$ cat src/rtl/bram_boot_sequencer.sv
// Boot sequencer for the single-cycle core: streams a program image into the
// byte-enabled BRAM while the core is held in reset, releases the core with a
// one-cycle start pulse, then counts run cycles until a halt PC or the timeout.
module bram_boot_sequencer #(
  parameter int unsigned               DATA_WIDTH       = 32,
  parameter int unsigned               ADDRESS_BITS     = 32,
  parameter int unsigned               MEM_ADDRESS_BITS = 14,
  parameter logic [ADDRESS_BITS-1:0]   HALT_PC_0        = 32'h000000a8,
  parameter logic [ADDRESS_BITS-1:0]   HALT_PC_1        = 32'h000000ac,
  parameter logic [31:0]               TIMEOUT_CYCLES   = 32'd1000000
) (
  input  logic                          clock,
  input  logic                          reset,
  input  logic                          boot_req,
  input  logic [MEM_ADDRESS_BITS-1:0]   load_base,
  input  logic [MEM_ADDRESS_BITS:0]     load_length,
  input  logic [ADDRESS_BITS-1:0]       entry_address,
  input  logic [DATA_WIDTH-1:0]         s_data,
  input  logic                          s_valid,
  output logic                          s_ready,
  output logic                          mem_write,
  output logic [MEM_ADDRESS_BITS-1:0]   mem_address,
  output logic [DATA_WIDTH/8-1:0]       mem_byte_en,
  output logic [DATA_WIDTH-1:0]         mem_data,
  output logic                          core_reset,
  output logic                          core_start,
  output logic [ADDRESS_BITS-1:0]       program_address,
  input  logic [ADDRESS_BITS-1:0]       PC,
  output logic                          busy,
  output logic                          done,
  output logic                          timeout,
  output logic [31:0]                   cycle_count
);

  localparam int unsigned BE_WIDTH = DATA_WIDTH / 8;

  localparam logic [MEM_ADDRESS_BITS-1:0] PTR_ONE  = {{(MEM_ADDRESS_BITS-1){1'b0}}, 1'b1};
  localparam logic [MEM_ADDRESS_BITS:0]   LEN_ZERO = '0;
  localparam logic [MEM_ADDRESS_BITS:0]   LEN_ONE  = {{MEM_ADDRESS_BITS{1'b0}}, 1'b1};
  localparam logic [31:0]                 LAST_CNT = TIMEOUT_CYCLES - 32'd1;

  typedef enum logic [2:0] {IDLE, LOAD, HOLD, START, RUN, DONE} state_t;

  state_t                        state_q, state_d;
  logic [MEM_ADDRESS_BITS-1:0]   ptr_q, ptr_d;
  logic [MEM_ADDRESS_BITS:0]     remaining_q, remaining_d;
  logic                          mem_write_q, mem_write_d;
  logic [MEM_ADDRESS_BITS-1:0]   mem_address_q, mem_address_d;
  logic [BE_WIDTH-1:0]           mem_byte_en_q, mem_byte_en_d;
  logic [DATA_WIDTH-1:0]         mem_data_q, mem_data_d;
  logic [ADDRESS_BITS-1:0]       program_address_q, program_address_d;
  logic [31:0]                   cycle_count_q, cycle_count_d;
  logic                          timeout_q, timeout_d;
  logic                          s_ready_q, s_ready_d;
  logic                          core_reset_q, core_reset_d;
  logic                          core_start_q, core_start_d;
  logic                          busy_q, busy_d;
  logic                          done_q, done_d;
  logic                          halt_hit;

  assign halt_hit = (PC == HALT_PC_0) || (PC == HALT_PC_1);

  // Next-state and next-output logic; status outputs are decoded from the
  // next state so every output comes straight off a flop.
  always_comb begin
    state_d           = state_q;
    ptr_d             = ptr_q;
    remaining_d       = remaining_q;
    mem_write_d       = 1'b0;
    mem_byte_en_d     = '0;
    mem_address_d     = mem_address_q;
    mem_data_d        = mem_data_q;
    program_address_d = program_address_q;
    cycle_count_d     = cycle_count_q;
    timeout_d         = timeout_q;

    case (state_q)
      IDLE, DONE: begin
        if (boot_req) begin
          ptr_d             = load_base;
          remaining_d       = load_length;
          program_address_d = entry_address;
          state_d           = (load_length == LEN_ZERO) ? HOLD : LOAD;
        end
      end
      LOAD: begin
        if (s_valid && s_ready_q) begin
          mem_write_d   = 1'b1;
          mem_byte_en_d = '1;
          mem_address_d = ptr_q;
          mem_data_d    = s_data;
          ptr_d         = ptr_q + PTR_ONE;
          remaining_d   = remaining_q - LEN_ONE;
          if (remaining_q == LEN_ONE) begin
            state_d = HOLD;
          end
        end
      end
      HOLD: begin
        state_d = START;
      end
      START: begin
        cycle_count_d = '0;
        timeout_d     = 1'b0;
        state_d       = RUN;
      end
      RUN: begin
        // A halt PC takes priority over the timeout in the same cycle.
        if (halt_hit) begin
          state_d = DONE;
        end else if (cycle_count_q == LAST_CNT) begin
          timeout_d     = 1'b1;
          cycle_count_d = cycle_count_q + 32'd1;
          state_d       = DONE;
        end else begin
          cycle_count_d = cycle_count_q + 32'd1;
        end
      end
      default: begin
        state_d = IDLE;
      end
    endcase

    s_ready_d    = (state_d == LOAD);
    core_reset_d = !((state_d == START) || (state_d == RUN));
    core_start_d = (state_d == START);
    busy_d       = (state_d == LOAD) || (state_d == HOLD) ||
                   (state_d == START) || (state_d == RUN);
    done_d       = (state_d == DONE);
  end

  // State and output registers with synchronous active-low reset.
  always_ff @(posedge clock) begin
    if (!reset) begin
      state_q           <= IDLE;
      ptr_q             <= '0;
      remaining_q       <= '0;
      mem_write_q       <= 1'b0;
      mem_address_q     <= '0;
      mem_byte_en_q     <= '0;
      mem_data_q        <= '0;
      program_address_q <= '0;
      cycle_count_q     <= '0;
      timeout_q         <= 1'b0;
      s_ready_q         <= 1'b0;
      core_reset_q      <= 1'b1;
      core_start_q      <= 1'b0;
      busy_q            <= 1'b0;
      done_q            <= 1'b0;
    end else begin
      state_q           <= state_d;
      ptr_q             <= ptr_d;
      remaining_q       <= remaining_d;
      mem_write_q       <= mem_write_d;
      mem_address_q     <= mem_address_d;
      mem_byte_en_q     <= mem_byte_en_d;
      mem_data_q        <= mem_data_d;
      program_address_q <= program_address_d;
      cycle_count_q     <= cycle_count_d;
      timeout_q         <= timeout_d;
      s_ready_q         <= s_ready_d;
      core_reset_q      <= core_reset_d;
      core_start_q      <= core_start_d;
      busy_q            <= busy_d;
      done_q            <= done_d;
    end
  end

  assign s_ready         = s_ready_q;
  assign mem_write       = mem_write_q;
  assign mem_address     = mem_address_q;
  assign mem_byte_en     = mem_byte_en_q;
  assign mem_data        = mem_data_q;
  assign core_reset      = core_reset_q;
  assign core_start      = core_start_q;
  assign program_address = program_address_q;
  assign busy            = busy_q;
  assign done            = done_q;
  assign timeout         = timeout_q;
  assign cycle_count     = cycle_count_q;

endmodule

$ cat config.mk
export PLATFORM = sky130hd
export DESIGN_NAME = bram_boot_sequencer
export DESIGN_NICKNAME = d
export VERILOG_FILES = /design/src/rtl/bram_boot_sequencer.sv
export SDC_FILE = /design/constraint.sdc
export NUM_CORES = 1
export LEC_CHECK = 0
export ABC_CLOCK_PERIOD_IN_PS = 4059
export CAP_MARGIN = 25
export CORE_ASPECT_RATIO = 1.75
export CORE_MARGIN = 2
export CORE_UTILIZATION = 45
export DETAILED_ROUTE_END_ITERATION = 10
export GPL_ROUTABILITY_DRIVEN = 0
export PLACE_DENSITY = 0.81
export SLEW_MARGIN = 20
export SYNTH_ARGS = -nofsm -noshare
export SYNTH_HDL_FRONTEND = slang
export SYNTH_SLANG_ARGS = --single-unit
$ cat constraint.sdc
create_clock -name clock -period 4.06 [get_ports clock]
set_clock_uncertainty 0.1 [all_clocks]
set_input_delay 0.406 -clock clock [delete_from_list [all_inputs] [get_ports clock]]
set_output_delay 0.406 -clock clock [all_outputs]
set_load 0.01 [all_outputs]
==> results.md, run 1 <==
* Type of element launching the critical path: flip-flop
* Count of nets left with antenna violations after detail routing at 0
* # nets final at between 1000 and 1500
* Critical path class: reg2reg
* Ranking of synthesized cells by area: sky130_fd_sc_hd__dfxtp_1 (44%), sky130_fd_sc_hd__nand2_1 (11%), sky130_fd_sc_hd__a21boi_0 (6.9%), sky130_fd_sc_hd__nor2_1 (4.2%), sky130_fd_sc_hd__xnor2_1 (3.9%)
* Initial antenna violation count at 0
* Post-synth cell types at 57
* Async S/R FF share, synth at 0%
* CTS Buffer Depth at 2
* H-tree levels at 4
* Worst IR Drop VDD at approximately 0.00024 V
* Area of the mapped netlist at 6820 sq um
* Total wirelength of the detailed-routed design at about 20000 microns
* Crit-path cells: nor3b_2 > nand3_2 > buf_4 > nand2_1 > o21ai_0 > a2bb2oi_1 > nor2_1
* Top flip-flop cell by instance count after synthesis: sky130_fd_sc_hd__dfxtp_1
* Setup Total Neg Slack at 0 ps
* Cell family with the largest share of critical-path delay: simple AND/OR/NAND/NOR gates
* Starting density of the core at a little under half
* Share of the synthesized area in the top cell type at approximately 44%
* Unrepaired setup endpoints after global routing: no
* Pre-Repair DR Iteration Count at 4
* Ports placed on the boundary at 250
* Top cell type by total area after synthesis: sky130_fd_sc_hd__dfxtp_1
* Biggest cell delay along the critical path at 740 ps
* Reported leakage power at roughly 0.0034 uW
* Setup fix buffers added after clock tree synthesis at 0
* Cells resized by post-CTS repair at 0
* Root Buffer: sky130_fd_sc_hd__clkbuf_16
* Transition time at the pin with the least slew margin at 919 ps
* Fin util at around 67%
* Worst skew pair latency at 420 ps
* Post-synthesis sequential element count at 149
* Library cell contributing the largest single delay on the critical path: sky130_fd_sc_hd__nand2_1
* Fraction of final layout cells sized beyond drive strength 1 at under 10%
* Count leader, synth: sky130_fd_sc_hd__nand2_1
* Max transition margin at between 30 and 40%
* Pin count of the biggest net entering global routing at between 60 and 70
* Number of sinks driven by the clock tree at between 100 and 150
* Status: finished, final reports clean
* Std-Cell Rows at 59
* Die height at roughly 170 microns
* Launch point of the worst path: state_q[0]$_SDFF_PN0_
* Total power per unit cell area at around 370 nW/um^2
* Total vias in the final route at ~6700
* Final setup violating endpoints at 0
* Pre-CTS setup slack at approximately 1200 ps
* Die Outline Area at approximately 16000 sq um
* Clock Pin Slew Worst Setup and Hold Paths at about 60 ps
* Final-layout fill cell count at about 1200
* Wire length of the first global-routing pass at around 33000 microns
* Final critical-path setup slack at 1250 ps
* Number of max-capacitance violations reported at 0
* Area growth, synth to finish at 46.7%
* Worst EP arrival at 3000 ps
* DP Wirelength at 14400 microns
* Slew Limit Fails at 0
* Number of diodes at 0
* Synthesized instance count at 848
* Type of the tightest min-delay check: in2reg
* Average detailed-routed wire length per instance at roughly 16 microns
* Post-route minimum period at approximately 2800 ps
* TritonCTS clock tree: yes
* Area of the core at roughly 15000 sq um
* Startpoint of the lowest-slack hold path: reset
* Number of warnings issued by yosys at 0
* Count of flip-flops with a built-in enable after synthesis at 0
* Total track usage at about a quarter
* Overflow left after global routing at 0
* CTS Hold Buffers Added at 0
* TritonCTS Buffers at 17
* Synthesized netlist net count at roughly 1000
* Fraction of the yosys area taken by sequential cells at 43.7%
* Post-synthesis area per instance at between 8 and 9 sq um
* IO buf count at roughly 250
* Final Hold Viols at 0
* Drt drc at 0
* Number of buffer and inverter instances along the worst setup path at 1
* Worst-path maximum fanout at 47
* Number of violations reported at the end of detailed-routing iteration 0 at ~380
* Overall die width at between 90 and 100 microns
* Critical path endpoint category: flip-flop
* Share of the cycle needed by the critical path after routing at 69.3%
* Ranking of synthesized cells by instance count: sky130_fd_sc_hd__nand2_1 (209), sky130_fd_sc_hd__dfxtp_1 (149), sky130_fd_sc_hd__nor2_1 (76), sky130_fd_sc_hd__a21boi_0 (63), sky130_fd_sc_hd__a21oi_1 (50)
* Via density at 5.33
* Startpoint of the worst-slack reg-to-reg timing path: state_q[0]$_SDFF_PN0_
* CP required at about 4200 ps
* Achievable Freq at 355 MHz
* Via count of the first global-routing pass at 6520
layout by cell type (no fill, tap or decap), types with 5 or more instances in the layout:
master	Yosys	final
sky130_fd_sc_hd__nand4_1	10	10
sky130_fd_sc_hd__nand2_1	209	209
sky130_fd_sc_hd__a21boi_0	63	63
sky130_fd_sc_hd__and3_1	5	5
sky130_fd_sc_hd__a21oi_1	50	50
sky130_fd_sc_hd__nor4_1	22	22
sky130_fd_sc_hd__clkdlybuf4s50_1	0	247
sky130_fd_sc_hd__dfxtp_1	149	149
sky130_fd_sc_hd__o31ai_1	5	5
sky130_fd_sc_hd__a22oi_1	10	10
sky130_fd_sc_hd__inv_1	10	10
sky130_fd_sc_hd__clkbuf_16	0	17
sky130_fd_sc_hd__nor2_1	76	76
sky130_fd_sc_hd__nand3_1	22	21
sky130_fd_sc_hd__a211oi_1	8	8
sky130_fd_sc_hd__xnor2_1	30	30
sky130_fd_sc_hd__nor3_1	14	14
sky130_fd_sc_hd__o21ai_0	25	25
sky130_fd_sc_hd__and2_1	10	10
sky130_fd_sc_hd__a2111oi_2	7	7
sky130_fd_sc_hd__buf_4	6	12
layout make-up:
cell class	instances	area (sq um)	share of cell area, %
sequential	149	2980	29.8
clock buffer	19	443	4.42
tap	183	229	2.29
inverter	10	37.5	0.375
clock inverter	13	168	1.67
timing repair buffer	261	2590	25.9
multi-input combinational	631	3560	35.5
worst register-to-register path: cells and delay by family, from the launching register on:
family                 cells  cell delay, ps
buffers and inverters      1             290
AO/OA/AOI/OAI              2             420
flip-flops                 1             500
AND/OR/NAND/NOR            4            1380
cells by family after synthesis:
group / Yosys count / synth area share, %
xor+xnor: 30 / 3.85
mux: 2 / 0.312
simple gates: 400 / 26.3
buf+inv: 68 / 4.36
flops: 149 / 43.7
fa+ha+maj: 4 / 0.733
compound gates: 195 / 20.8
registers in the layout, indices dropped and copies added, names as in the netlist:
signal	flops
timeout	1
s_ready	1
state_q	3
cycle_count	32
ptr_q	14
mem_byte_en	1
program_address	32
remaining_q	15
core_reset	1
done	1
mem_data	32
busy	1
core_start	1
mem_address	14
power breakdown:
part	switching [uW]	internal, uW	leakage, uW
clock	659	945	0.000289
combinational	236	266	0.00189
sequential	46.1	1520	0.00121
routing by layer:
metal	share of wire, %	vias to the layer above	GRT usage [%]
li1	-	3365	-
met3	4.4	40	4.41
met2	53	228	44.5
met4	3.9	0	12.3
met5	0	-	0
met1	38	3115	27.2
worst paths after layout:
path / cells after the start / slack [ps] / end
worst max-delay path: 7 / 1250 / remaining_q[4]$_SDFFE_PN0P_
worst min-delay path: 3 / 260 / busy$_SDFF_PN0_
worst max register to register: 7 / 1250 / remaining_q[4]$_SDFFE_PN0P_
worst min register to register: 2 / 350 / program_address[1]$_SDFFE_PN0P_
metrics by stage:
step	std cells	area, sq um	total power [uW]	hold slack [ps]
after global placement	1233	9380	2080	341
after floorplan	848	6820	1830	349
final	1266	10000	3670	256
after CTS	1265	9990	3700	245
after global routing	1266	10000	3830	265
after detailed placement	1233	9380	2090	347
Note: power is estimated with default switching activity, not from simulation.
==> run 2, diff against run 1 <==
Settings changed: ABC_CLOCK_PERIOD_IN_PS 4059 to 2830.
Clock period 4.06 ns to 2.83 ns, I/O delays scaled along.
==> results.md, run 2 (same netlist as run 1, synthesis figures left out) <==
* Status: finished, final reports clean
* # nets final at 1209 (+0.50%)
* Reported leakage power at 0.00338 uW (-0.36%)
* IO buf count at 248 (unchanged)
* CP required at 3030 ps (-1210 ps)
* Root Buffer: sky130_fd_sc_hd__clkbuf_16
* Achievable Freq at 419 MHz (+18%)
* Number of sinks driven by the clock tree at 149 (unchanged)
* Cells resized by post-CTS repair at 0 (unchanged)
* Hold Path Depth at 2 (-1)
* Initial antenna violation count at 1 (+1)
* Total wirelength of the detailed-routed design at 20300 microns (+1.2%)
* Critical path endpoint category: flip-flop
* Ports placed on the boundary at 250 (unchanged)
* Area of the core at 14800 sq um (unchanged)
* H-tree levels at 4 (unchanged)
* Hold_ws at 263 ps (+7.07 ps)
* Post-route minimum period at 2390 ps (-426 ps)
* Unrepaired setup endpoints after global routing: no
* Worst skew pair latency at 420 ps (about the same)
* Starting density of the core at 46.0% (unchanged)
* Total track usage at 24.8% (+0.26 points)
* Worst EP arrival at 2590 ps (-410 ps)
* CTS Buffer Depth at 2 (unchanged)
* Type of element launching the critical path: flip-flop
* Wire length of the first global-routing pass at 32800 microns (+0.63%)
* Clock Pin Slew Worst Setup and Hold Paths at 70 ps (about the same)
* DP Wirelength at 14700 microns (+2.3%)
* Worst-path maximum fanout at 6 (-87%)
* Max transition margin at 31.0% (-7.6 points)
* Total non-filler cell area in the finished layout at 9990 sq um (-0.28%)
* Leading cell types in the layout, fill and taps excluded: sky130_fd_sc_hd__clkdlybuf4s50_1 (247), sky130_fd_sc_hd__nand2_1 (209), sky130_fd_sc_hd__dfxtp_1 (149)
* Type of the tightest min-delay check: in2reg
* TritonCTS Buffers at 17 (unchanged)
* Total vias in the final route at 6884 (+2.0%)
* Overflow left after global routing at 0 (unchanged)
* Worst Reg-to-Reg Cells at 7 (unchanged)
* Number of violations reported at the end of detailed-routing iteration 0 at 293 (-23%)
* TritonCTS clock tree: yes
* Crit Reg-Reg Endpoint: s_ready$_SDFF_PN0_
* Count of nets left with antenna violations after detail routing at 0 (unchanged)
* Pin count of the biggest net entering global routing at 54 (-19%)
* Drt drc at 0 (unchanged)
* Sink of the worst hold path: mem_data[10]$_SDFFE_PN0P_
* Transition time at the pin with the least slew margin at 1040 ps (+117 ps)
* Pre-Repair DR Iteration Count at 5 (+1)
* Area growth, synth to finish at 46.3%
* Die Outline Area at 16200 sq um (unchanged)
* Fraction of final layout cells sized beyond drive strength 1 at 6.98% (+0.52 points)
* Std-Cell Rows at 59 (unchanged)
* Via density at 5.41 (+1.5%)
* Register-to-register path setup slack at 440 ps (-800 ps)
* CTS Hold Buffers Added at 0 (unchanged)
* Setup fix buffers added after clock tree synthesis at 0 (unchanged)
* Slew Limit Fails at 0 (unchanged)
* Final Hold Viols at 0 (unchanged)
* Cell area after placement at 9430 sq um (+0.56%)
* Setup Total Neg Slack at 0 ps (unchanged)
* Via count of the first global-routing pass at 6743 (+3.4%)
* Startpoint of the worst-slack reg-to-reg timing path: remaining_q[0]$_SDFFE_PN0P_
* Leading cell type in the layout, fill and taps excluded: sky130_fd_sc_hd__clkdlybuf4s50_1
* Share of the cycle needed by the critical path after routing at 84.4% (+15 points)
* Critical path class: reg2reg
* Total power per unit cell area at 508 nW/um^2 (+39%)
* Overall die width at 97.1 microns (unchanged)
* Number of max-capacitance violations reported at 0 (unchanged)
* Average detailed-routed wire length per instance at 16.0 microns (+0.65%)
* Final setup violating endpoints at 0 (unchanged)
* Worst IR Drop VDD at 0.000355 V (+46%)
* Startpoint of the lowest-slack hold path: reset
* Die height at 167 microns (unchanged)
run 2: worst max-delay path by stage:
stage	startpoint	endpoint	slack, ps	cells past startpoint
finish	remaining_q[0]$_SDFFE_PN0P_	s_ready$_SDFF_PN0_	440	7
global route	state_q[0]$_SDFF_PN0_	ptr_q[6]$_SDFFE_PN0P_	260	6
CTS	remaining_q[0]$_SDFFE_PN0P_	s_ready$_SDFF_PN0_	440	7
detailed placement	PC[24]	cycle_count[0]$_SDFFE_PN0P_	440	8
global placement	PC[24]	cycle_count[0]$_SDFFE_PN0P_	450	8
floorplan	remaining_q[0]$_SDFFE_PN0P_	s_ready$_SDFF_PN0_	690	7
run 2: worst max-delay path, cell delays in order (launching register included):
cell	delay [ps]
sky130_fd_sc_hd__dfxtp_1	410
sky130_fd_sc_hd__ha_1	190
sky130_fd_sc_hd__or4b_2	620
sky130_fd_sc_hd__nand4b_1	200
sky130_fd_sc_hd__a22oi_1	200
sky130_fd_sc_hd__nand3_1	120
sky130_fd_sc_hd__nand2b_1	240
sky130_fd_sc_hd__and3_1	200
run 2: cell type report:
type | count | area (sq um)
repair buffers | 267 | 2620
clock inverters | 13 | 113
inverters | 10 | 37.5
clock buffers | 19 | 443
diodes | 1 | 2.50
fillers | 1218 | 4850
multi-input cells | 631 | 3560
well taps | 183 | 229
flip-flops and latches | 149 | 2980
run 2: metrics by stage:
step / utilization [%] / power (uW) / std cells / setup WS, ps
floorplan: - / 2630 / 848 / 686
global placement: 63.5 / 2990 / 1240 / 454
detailed placement: 63.5 / 3010 / 1240 / 442
CTS: 67.3 / 5110 / 1272 / 438
global route: 67.3 / 5290 / 1273 / 260
finish: 67.3 / 5080 / 1273 / 442
run 2: power breakdown:
| group | switching, uW | internal [uW] |
|---|---|---|
| registers | 66.9 | 2180 |
| clock network | 941 | 1170 |
| logic | 342 | 380 |
run 2: metal layers:
metal	part of all wire (%)	global-route usage (%)	up-vias
met5	0	0	-
met4	5.8	15.2	0
met3	5.1	5.46	70
met2	52	44.7	258
met1	37	25.9	3186
li1	-	-	3370
==> run 3, diff against run 2 <==
Settings changed: ABC_CLOCK_PERIOD_IN_PS 2830 to 2050, CORE_UTILIZATION 45 to 41, PLACE_DENSITY 0.81 to 0.78.
Clock period 2.83 ns to 2.05 ns, I/O delays scaled along.
==> results.md, run 3 (same netlist as run 1, synthesis figures left out) <==
* Status: finished with violations
* Violated checks: setup timing
* Std-Cell Rows at 62 (+5.1%)
* Die Outline Area at 17700 sq um (+9.4%)
* Register-to-register path setup slack at -20 ps (-460 ps)
* Final setup violating endpoints at 3 (+3)
* Area growth, synth to finish at 56.9%
* Type of element launching the critical path: flip-flop
* Clock Pin Slew Worst Setup and Hold Paths at 60 ps (about the same)
* Pre-Repair DR Iteration Count at 5 (unchanged)
* Fin util at 65.4% (-1.9 points)
* Total power per unit cell area at 661 nW/um^2 (+30%)
* Area of the core at 16400 sq um (+10%)
* Achievable Freq at 483 MHz (+15%)
* Worst EP arrival at 2280 ps (-310 ps)
* CTS Hold Buffers Added at 0 (unchanged)
* Number of violations reported at the end of detailed-routing iteration 0 at 386 (+32%)
* Total wirelength of the detailed-routed design at 20800 microns (+2.4%)
* Max transition margin at 67.6% (+37 points)
* Hold Path Depth at 3 (+1)
* Unrepaired setup endpoints after global routing: yes
* Critical path endpoint category: flip-flop
* Count of nets left with antenna violations after detail routing at 0 (unchanged)
* Type of the tightest min-delay check: in2reg
* Hold_ws at 77.5 ps (-186 ps)
* TritonCTS Buffers at 17 (unchanged)
* Worst IR Drop VDD at 0.000432 V (+22%)
* Ports placed on the boundary at 250 (unchanged)
* CP required at 2250 ps (-780 ps)
* Post-route minimum period at 2070 ps (-316 ps)
* H-tree levels at 4 (unchanged)
* Drt drc at 0 (unchanged)
* Die height at 175 microns (+4.6%)
* Critical path class: reg2reg
* Overall die width at 102 microns (+4.6%)
* Worst Reg-to-Reg Cells at 8 (+1)
* Initial antenna violation count at 0 (-1)
* Transition time at the pin with the least slew margin at 487 ps (-549 ps)
* Overflow left after global routing at 0 (unchanged)
* CTS Buffer Depth at 2 (unchanged)
* Number of sinks driven by the clock tree at 149 (unchanged)
* Number of diodes at 0 (-1)
* Total vias in the final route at 7031 (+2.1%)
* TritonCTS clock tree: yes
* Via density at 5.12 (-5.4%)
* Leading cell type in the layout, fill and taps excluded: sky130_fd_sc_hd__clkdlybuf4s50_1
* DP Wirelength at 15200 microns (+2.9%)
* Final critical-path setup slack at -22.2 ps (-464 ps)
* Wire length of the first global-routing pass at 32900 microns (+0.21%)
* Via count of the first global-routing pass at 6845 (+1.5%)
* Fraction of final layout cells sized beyond drive strength 1 at 14.0% (+7.0 points)
* Leading cell types in the layout, fill and taps excluded: sky130_fd_sc_hd__clkdlybuf4s50_1 (247), sky130_fd_sc_hd__nand2_1 (209), sky130_fd_sc_hd__dfxtp_1 (139)
* Starting density of the core at 41.7% (-4.3 points)
* Pin count of the biggest net entering global routing at 69 (+28%)
* Number of max-capacitance violations reported at 0 (unchanged)
* Slew Limit Fails at 0 (unchanged)
* Root Buffer: sky130_fd_sc_hd__clkbuf_16
* Average detailed-routed wire length per instance at 15.2 microns (-5.1%)
* # nets final at 1270 (+5.0%)
* Final Hold Viols at 0 (unchanged)
* IO buf count at 248 (unchanged)
* Reported leakage power at 0.00374 uW (+11%)
* Worst-path maximum fanout at 6 (unchanged)
* Share of the cycle needed by the critical path after routing at 101% (+17 points)
* Worst skew pair latency at 420 ps (about the same)
* Total track usage at 23.2% (-1.7 points)
==> run 3: cell count changes in the layout (fill, tap and decap cells not counted), sizes merged <==
cell,delta
inv,+1
diode,-1
buf,+61
clkinvlp,-2
clkinv,+1
==> run 3: metal layers <==
| layer | wire, microns | vias to the layer above | track usage, % |
|---|---|---|---|
| met5 | 0 | - | 0 |
| met4 | 745 | 0 | 10.8 |
| met2 | 11200 | 237 | 43.3 |
| met3 | 1190 | 42 | 5.00 |
| li1 | - | 3500 | - |
| met1 | 7650 | 3252 | 23.6 |
==> run 3: path summary, 6_finish.rpt <==
path | startpoint | end
min reg2reg | program_address[0]$_SDFFE_PN0P_ | program_address[0]$_SDFFE_PN0P_
min | reset | busy$_SDFF_PN0_
max reg2reg | remaining_q[1]$_SDFFE_PN0P_ | s_ready$_SDFF_PN0_
max | remaining_q[1]$_SDFFE_PN0P_ | s_ready$_SDFF_PN0_
==> run 3: final cells by class <==
class                   instances  area [sq um]
well taps                     224           280
fillers                      1375          5660
multi-input cells             631          3670
flip-flops and latches        149          3000
repair buffers                328          3170
inverters                      10          37.5
clock inverters                13           113
clock buffers                  19           433
==> run 3: stage by stage <==
step / TNS, ps / worst slack [ps] / instances / cell area (sq um) / power [uW]
4_1_cts: -71.5 / -28.4 / 1373 / 10600 / 7130
5_1_grt: -615 / -117 / 1374 / 10700 / 7390
2_1_floorplan: 0 / 6.26 / 848 / 6840 / 3630
6_report: -40.9 / -22.2 / 1374 / 10700 / 7080
3_5_place_dp: -3570 / -207 / 1341 / 10000 / 4230
3_3_place_gp: -3300 / -212 / 1341 / 10000 / 4210
==> run 3: repair_timing <==
| action | CTS | global route |
|---|---|---|
| setup endpoints to repair | 9 | 22 |
| resized for setup | 6 | 18 |
| pin swaps | 5 | 3 |
| setup buffers | 0 | 1 |
==> run 3: power breakdown <==
part / internal [uW] / switching, uW
logic: 603 / 487
clock network: 1580 / 1300
registers: 3010 / 91.1
total: 5200 / 1880
==> run 3: critical path, stage by stage, from the launching register on <==
cell and delay (ps):
sky130_fd_sc_hd__dfxtp_2 320, sky130_fd_sc_hd__inv_2 70, sky130_fd_sc_hd__ha_4 120, sky130_fd_sc_hd__or4b_4 450, sky130_fd_sc_hd__nand4b_1 230, sky130_fd_sc_hd__a22oi_2 200
sky130_fd_sc_hd__nand3_2 110, sky130_fd_sc_hd__nand2b_4 180, sky130_fd_sc_hd__and3_4 180
